==> src/rtl/activation_unit.sv <==
// Two-stage pipelined activation for LANES fixed-point lanes.
// Ports: clk/rst, mode/threshold, cnt_clr, in_* / out_* handshake, zero_cnt.
module activation_unit #(
  parameter int WIDTH      = 16,
  parameter int FRAC       = 8,
  parameter int LANES      = 4,
  parameter int LEAK_SHIFT = 3
) (
  input  logic                   clk,
  input  logic                   rst,
  input  logic [1:0]             mode,
  input  logic [WIDTH-1:0]       threshold,
  input  logic                   cnt_clr,
  input  logic                   in_valid,
  output logic                   in_ready,
  input  logic [LANES*WIDTH-1:0] in_data,
  output logic                   out_valid,
  input  logic                   out_ready,
  output logic [LANES*WIDTH-1:0] out_data,
  output logic [15:0]            zero_cnt
);

  localparam int LW  = LANES * WIDTH;
  localparam int NZW = $clog2(LANES + 1);

  logic             s1_valid;
  logic [LW-1:0]    s1_data;
  logic [1:0]       s1_mode;
  logic [WIDTH-1:0] s1_thr;

  logic             s2_valid;
  logic [LW-1:0]    s2_data;

  logic             adv1;
  logic             adv2;
  logic             accept;
  logic             out_fire;
  logic [LW-1:0]    act_data;
  logic [NZW-1:0]   nz;
  logic [16:0]      cnt_sum;
  logic [15:0]      cnt_next;

  function automatic logic [WIDTH-1:0] act(
    input logic [1:0]       m,
    input logic [WIDTH-1:0] x,
    input logic [WIDTH-1:0] t
  );
    logic [WIDTH-1:0] r;
    r = x;
    unique case (1'b1)
      (m == 2'd0): r = (x <= t) ? '0 : x;
      (m == 2'd1): r = x[WIDTH-1] ? '0 : x;
      (m == 2'd2):
        if (x[WIDTH-1]) r = $signed(x) >>> LEAK_SHIFT;
      (m == 2'd3): begin
        // Negative upper bound leaves no valid non-negative range.
        if (x[WIDTH-1] || t[WIDTH-1]) r = '0;
        else if ($signed(x) > $signed(t)) r = t;
      end
    endcase
    return r;
  endfunction

  assign adv2     = !s2_valid || out_ready;
  assign adv1     = !s1_valid || adv2;
  assign in_ready = adv1;
  assign accept   = in_valid && adv1;
  assign out_fire = s2_valid && out_ready;

  assign out_valid = s2_valid;
  assign out_data  = s2_data;

  for (genvar g = 0; g < LANES; g++) begin : g_lane
    assign act_data[g*WIDTH +: WIDTH] =
      act(s1_mode, s1_data[g*WIDTH +: WIDTH], s1_thr);
  end

  always_comb begin
    nz = '0;
    for (int i = 0; i < LANES; i++) begin
      if (s2_data[i*WIDTH +: WIDTH] == '0)
        nz = nz + 1'b1;
    end
  end

  assign cnt_sum  = {1'b0, zero_cnt} + {{(17-NZW){1'b0}}, nz};
  assign cnt_next = cnt_sum[16] ? 16'hFFFF : cnt_sum[15:0];

  always_ff @(posedge clk) begin
    if (rst) begin
      s1_valid <= 1'b0;
      s1_data  <= '0;
      s1_mode  <= '0;
      s1_thr   <= '0;
    end else begin
      if (adv1)
        s1_valid <= in_valid;
      if (accept) begin
        s1_data <= in_data;
        s1_mode <= mode;
        s1_thr  <= threshold;
      end
    end
  end

  always_ff @(posedge clk) begin
    if (rst) begin
      s2_valid <= 1'b0;
      s2_data  <= '0;
    end else if (adv2) begin
      s2_valid <= s1_valid;
      if (s1_valid)
        s2_data <= act_data;
    end
  end

  // Clear beats a same-cycle increment.
  always_ff @(posedge clk) begin
    if (rst)
      zero_cnt <= '0;
    else if (cnt_clr)
      zero_cnt <= '0;
    else if (out_fire)
      zero_cnt <= cnt_next;
  end

endmodule

==> config.mk <==
export PLATFORM = sky130hd
export DESIGN_NAME = activation_unit
export DESIGN_NICKNAME = d
export VERILOG_FILES = /design/src/rtl/activation_unit.sv
export SDC_FILE = /design/constraint.sdc
export NUM_CORES = 1
export LEC_CHECK = 0
export ABC_CLOCK_PERIOD_IN_PS = 4300
export BUFFER_PORTS_ARGS = -buffer_cell sky130_fd_sc_hd__buf_2
export CAP_MARGIN = 5
export CORE_MARGIN = 3
export CORE_UTILIZATION = 25
export DETAILED_ROUTE_END_ITERATION = 8
export HOLD_SLACK_MARGIN = 0.1
export PLACE_DENSITY_LB_ADDON = 0.3
export SLEW_MARGIN = 20
export SYNTH_ARGS = -nofsm -noshare
export SYNTH_HDL_FRONTEND = slang
export SYNTH_SLANG_ARGS = --single-unit
==> constraint.sdc <==
create_clock -name clk -period 4.3 [get_ports clk]
set_clock_uncertainty 0.2 [all_clocks]
set_input_delay 0.43 -clock clk [delete_from_list [all_inputs] [get_ports clk]]
set_output_delay 0.43 -clock clk [all_outputs]
set_load 0.005 [all_outputs]
==> impl_results.rst <==
.. list-table::
   :header-rows: 1

   * - Metric
     - Value
   * - Vias after detailed routing
     - 10,390
   * - Wire per inst
     - 19.63 um
   * - Count of max-cap constraint violations
     - 0
   * - Die Outline Area
     - 0.04236 sq mm
   * - Flop pwr share
     - 0.383
   * - Run status
     - finished clean
   * - Die Height
     - 205.8 um
   * - Unique cell type count in the Yosys netlist
     - 64
   * - Fraction of synthesis flops using an asynchronous set or reset pin
     - 0
   * - Post-synth EDFFs
     - 0
   * - Worst Setup Start Kind
     - register
   * - Switching power summed over all nets
     - 0.001385 W
   * - Total wire length
     - 39.63 mm
   * - Number of remaining DRC errors
     - 0
   * - Number of antenna diodes
     - 0
   * - Number of nets in the final layout
     - 1,651
   * - Die outline width
     - 205.8 um
   * - Ratio of cells with drive above 1 in the final layout
     - 0.1872
   * - Layout filler cell count
     - 4,139
   * - Total clock sinks
     - 164
   * - Routed via count divided by cell count
     - 5.144
   * - Unrepaired setup endpoints after global routing
     - no
   * - Worst-case headroom to the max-slew limit
     - 0.2879
   * - Int Pwr
     - 0.003077 W
   * - Instance count of the mapped netlist
     - 1,265
   * - Mapped Area
     - 0.009981 sq mm
   * - Static Leak
     - 5.302 nW
   * - Hold Path Class
     - in2reg
   * - Number of port buffers
     - 168
   * - Part of the cycle the worst path needs
     - 0.9178
   * - CP Class
     - reg2reg
   * - Clock transition at the registers of the reported paths
     - 0.07 ns
   * - Combined global-route utilization of all metal layers
     - 0.1863
   * - Clock power share
     - 0.389
   * - Cell at the root of the clock tree
     - sky130_fd_sc_hd__clkbuf_16
   * - Least-Margin Pin Slew
     - 1.062 ns
   * - Final HPWL DP
     - 28.49 mm
   * - Post-Synthesis Net Count
     - 1,427
   * - Final hold vios
     - 0
   * - CTS tree
     - yes
   * - Remaining Overflow, GRT
     - 0
   * - Combinational cell fraction of total power
     - 0.228
   * - Final hold slack
     - 0.1279 ns
   * - Endpoint class of the critical path
     - register
   * - Largest net degree at the start of global routing
     - 83
   * - Vias in the first global route
     - 10,210
   * - Top-level port count
     - 169
   * - Post-CTS setup-driven buffer insertion count
     - 0
   * - P per Cell Area
     - 345.6 mW/mm^2
   * - Number of synthesized register bits
     - 164
   * - Clock buffer count from CTS
     - 17
   * - Maximum fanout encountered on the critical timing path
     - 3
   * - Length of the first detailed-routing pass in iterations
     - 5
   * - Worst path required time
     - 4.42 ns
   * - Average size of a mapped cell
     - 7.890 sq um
   * - # H-tree levels
     - 4
   * - Multi-input logic area
     - 0.006227 sq mm
   * - Core area
     - 0.03901 sq mm
   * - Max-slew violations
     - 0
   * - Sum of negative setup slack
     - 0 ns
   * - Number of antenna violations at the first check in global routing
     - 0
   * - Sequential element share of the synthesized area
     - 0.3289
   * - Highest ir drop seen on vdd
     - 0.0002458 V
   * - Global placer's final weighted congestion
     - 0.8787
   * - Syn-to-layout area delta
     - 29.32%
   * - Number of violations reported at the end of detailed-routing iteration 0
     - 794
   * - Arrival time of the worst setup path
     - 4.07 ns
   * - Wire length of the first global-routing pass
     - 60.95 mm
   * - Starting density of the core
     - 0.2559
   * - Minimum clock period after layout
     - 3.946 ns
   * - Warnings from Yosys
     - 0
   * - Std-Cell Rows
     - 72
   * - Max Fclk
     - 253.4 MHz
   * - Register Area
     - 0.003283 sq mm
   * - Deepest clock path buffer count
     - 2
   * - Remaining number of nets flagged by the antenna check after routing
     - 0
   * - Clock insertion delay at the later pin of the skew report
     - 0.44 ns
   * - Switching share of power
     - 0.3104
   * - Worst setup slack for register-to-register paths
     - 0.35 ns
   * - Final setup violating endpoints
     - 0
   * - Most frequently used flop master after synthesis
     - sky130_fd_sc_hd__dfxtp_1
==> per-stage QoR <==
step	util	cell area (sq um)	std cells	worst slack, ns	total power (W)
after global placement	0.2933	11440	1906	0.5196	0.002684
after floorplan	-	9981	1265	0.8953	0.002336
final	0.3309	12910	2019	0.3535	0.004461
after global routing	0.3309	12910	2019	0.1245	0.004673
after CTS	0.3309	12910	2019	0.4070	0.004491
after detailed placement	0.2933	11440	1906	0.4389	0.002694
==> metal layers <==
| layer | GRT usage | vias to the layer above | share of wire |
|---|---|---|---|
| met3 | 0.04018 | 44 | 0.069 |
| li1 | - | 5053 | - |
| met1 | 0.2577 | 4952 | 0.47 |
| met2 | 0.2955 | 336 | 0.45 |
| met4 | 0.04582 | 0 | 0.017 |
| met5 | 0 | - | 0 |
==> cells in the final DEF (no fill, tap or decap), types with 15 or more instances in the layout <==
master and instances:
sky130_fd_sc_hd__nand3_1 15, sky130_fd_sc_hd__mux2i_1 27, sky130_fd_sc_hd__a21oi_1 185, sky130_fd_sc_hd__o31ai_1 46
sky130_fd_sc_hd__o21a_1 16, sky130_fd_sc_hd__a21o_1 25, sky130_fd_sc_hd__clkbuf_16 17, sky130_fd_sc_hd__dfxtp_1 164
sky130_fd_sc_hd__o21ai_0 32, sky130_fd_sc_hd__nand2_1 236, sky130_fd_sc_hd__inv_1 37, sky130_fd_sc_hd__nor2_1 66
sky130_fd_sc_hd__buf_2 167, sky130_fd_sc_hd__buf_4 41, sky130_fd_sc_hd__ha_1 74, sky130_fd_sc_hd__a31oi_1 16
sky130_fd_sc_hd__a211oi_1 25, sky130_fd_sc_hd__dlygate4sd3_1 82, sky130_fd_sc_hd__nor4_1 19, sky130_fd_sc_hd__nand4_1 15
==> registers in the layout, indices dropped and copies added, names as in the netlist <==
register and flops:
out_data 64, s1_data 64, s1_thr 16, zero_cnt 16
s1_mode 2, out_valid 1, s1_valid 1
==> power by group through the flow <==
stage          clock network [W]  registers (W)  logic (W)
2_1_floorplan                  0        0.00170   0.000632
3_3_place_gp                   0        0.00174   0.000947
3_5_place_dp                   0        0.00174   0.000953
4_1_cts                  0.00177        0.00171    0.00102
5_1_grt                  0.00183        0.00172    0.00113
6_report                 0.00173        0.00171    0.00102
==> final cells by class <==
type                            instances  share of cell area
Clock inverter                         11             0.01541
Clock buffer                           20             0.03461
Tap cell                              518             0.05021
Multi-Input combinational cell        979              0.4825
Timing Repair Buffer                  290              0.1522
Sequential cell                       164              0.2544
Inverter                               37             0.01076
==> repair_timing <==
action / in CTS / in global routing
endpoints found under the hold margin: 82 / 0
gates resized for setup: 0 / 0
hold buffers: 82 / 0
==> cells by family (layout without fill, tap and decap cells) <==
| kind of cell | count (synthesis) | count (layout) | share of synthesized area |
|---|---|---|---|
| AOI/OAI and AO/OA | 438 | 438 | 0.2857 |
| and+or+nand+nor | 410 | 410 | 0.1844 |
| DFF | 164 | 164 | 0.3289 |
| buffers and inverters | 122 | 358 | 0.04939 |
| adders and majority gates | 75 | 75 | 0.09477 |
| muxes | 44 | 44 | 0.04626 |
| xor gates and xnor gates | 12 | 12 | 0.01053 |
==> Yosys cell counts (all sizes together) (6+ instances only) <==
library cell	instances	share of area
nand3	15	0.0075
and3	10	0.0063
ha	74	0.093
a22oi	13	0.0098
nor4	21	0.015
a31oi	17	0.011
mux2	17	0.019
o21a	16	0.012
nor2	66	0.025
o21ai	45	0.023
a2bb2oi	12	0.011
buf	10	0.0070
nand2	237	0.089
mux2i	27	0.027
nand4	15	0.0094
a221oi	13	0.011
o31ai	46	0.035
a21oi	185	0.093
clkbuf	75	0.028
nor2b	7	0.0044
dfxtp	164	0.33
a21o	25	0.019
nor3	6	0.0035
or3	8	0.0050
a211oi	35	0.031
o211ai	6	0.0045
xor2	7	0.0061
inv	37	0.014
==> path summary, 6_finish.rpt <==
check,startpoint,cells after the start,end
setup / recovery,out_data[3]$_SDFFE_PP0P_,14,zero_cnt[15]$_SDFFE_PP0P_
setup reg to reg,out_data[3]$_SDFFE_PP0P_,14,zero_cnt[15]$_SDFFE_PP0P_
hold / removal,cnt_clr,3,zero_cnt[10]$_SDFFE_PP0P_
hold reg to reg,s1_data[16]$_SDFFE_PP0P_,2,s1_data[16]$_SDFFE_PP0P_
==> worst max-delay path: stages, from the launching register on <==
cell	delay, ns
sky130_fd_sc_hd__dfxtp_1	0.33
sky130_fd_sc_hd__nor4_1	0.41
sky130_fd_sc_hd__and4_1	0.39
sky130_fd_sc_hd__ha_1	0.30
sky130_fd_sc_hd__xnor2_1	0.24
sky130_fd_sc_hd__ha_1	0.27
sky130_fd_sc_hd__mux2_2	0.29
sky130_fd_sc_hd__ha_1	0.29
sky130_fd_sc_hd__a21o_1	0.11
sky130_fd_sc_hd__a21oi_1	0.07
sky130_fd_sc_hd__or3_1	0.34
sky130_fd_sc_hd__nor2_1	0.22
sky130_fd_sc_hd__nand3_1	0.11
sky130_fd_sc_hd__nor3b_1	0.19
sky130_fd_sc_hd__nor3_1	0.07
Power figures use the tool's default switching activity.
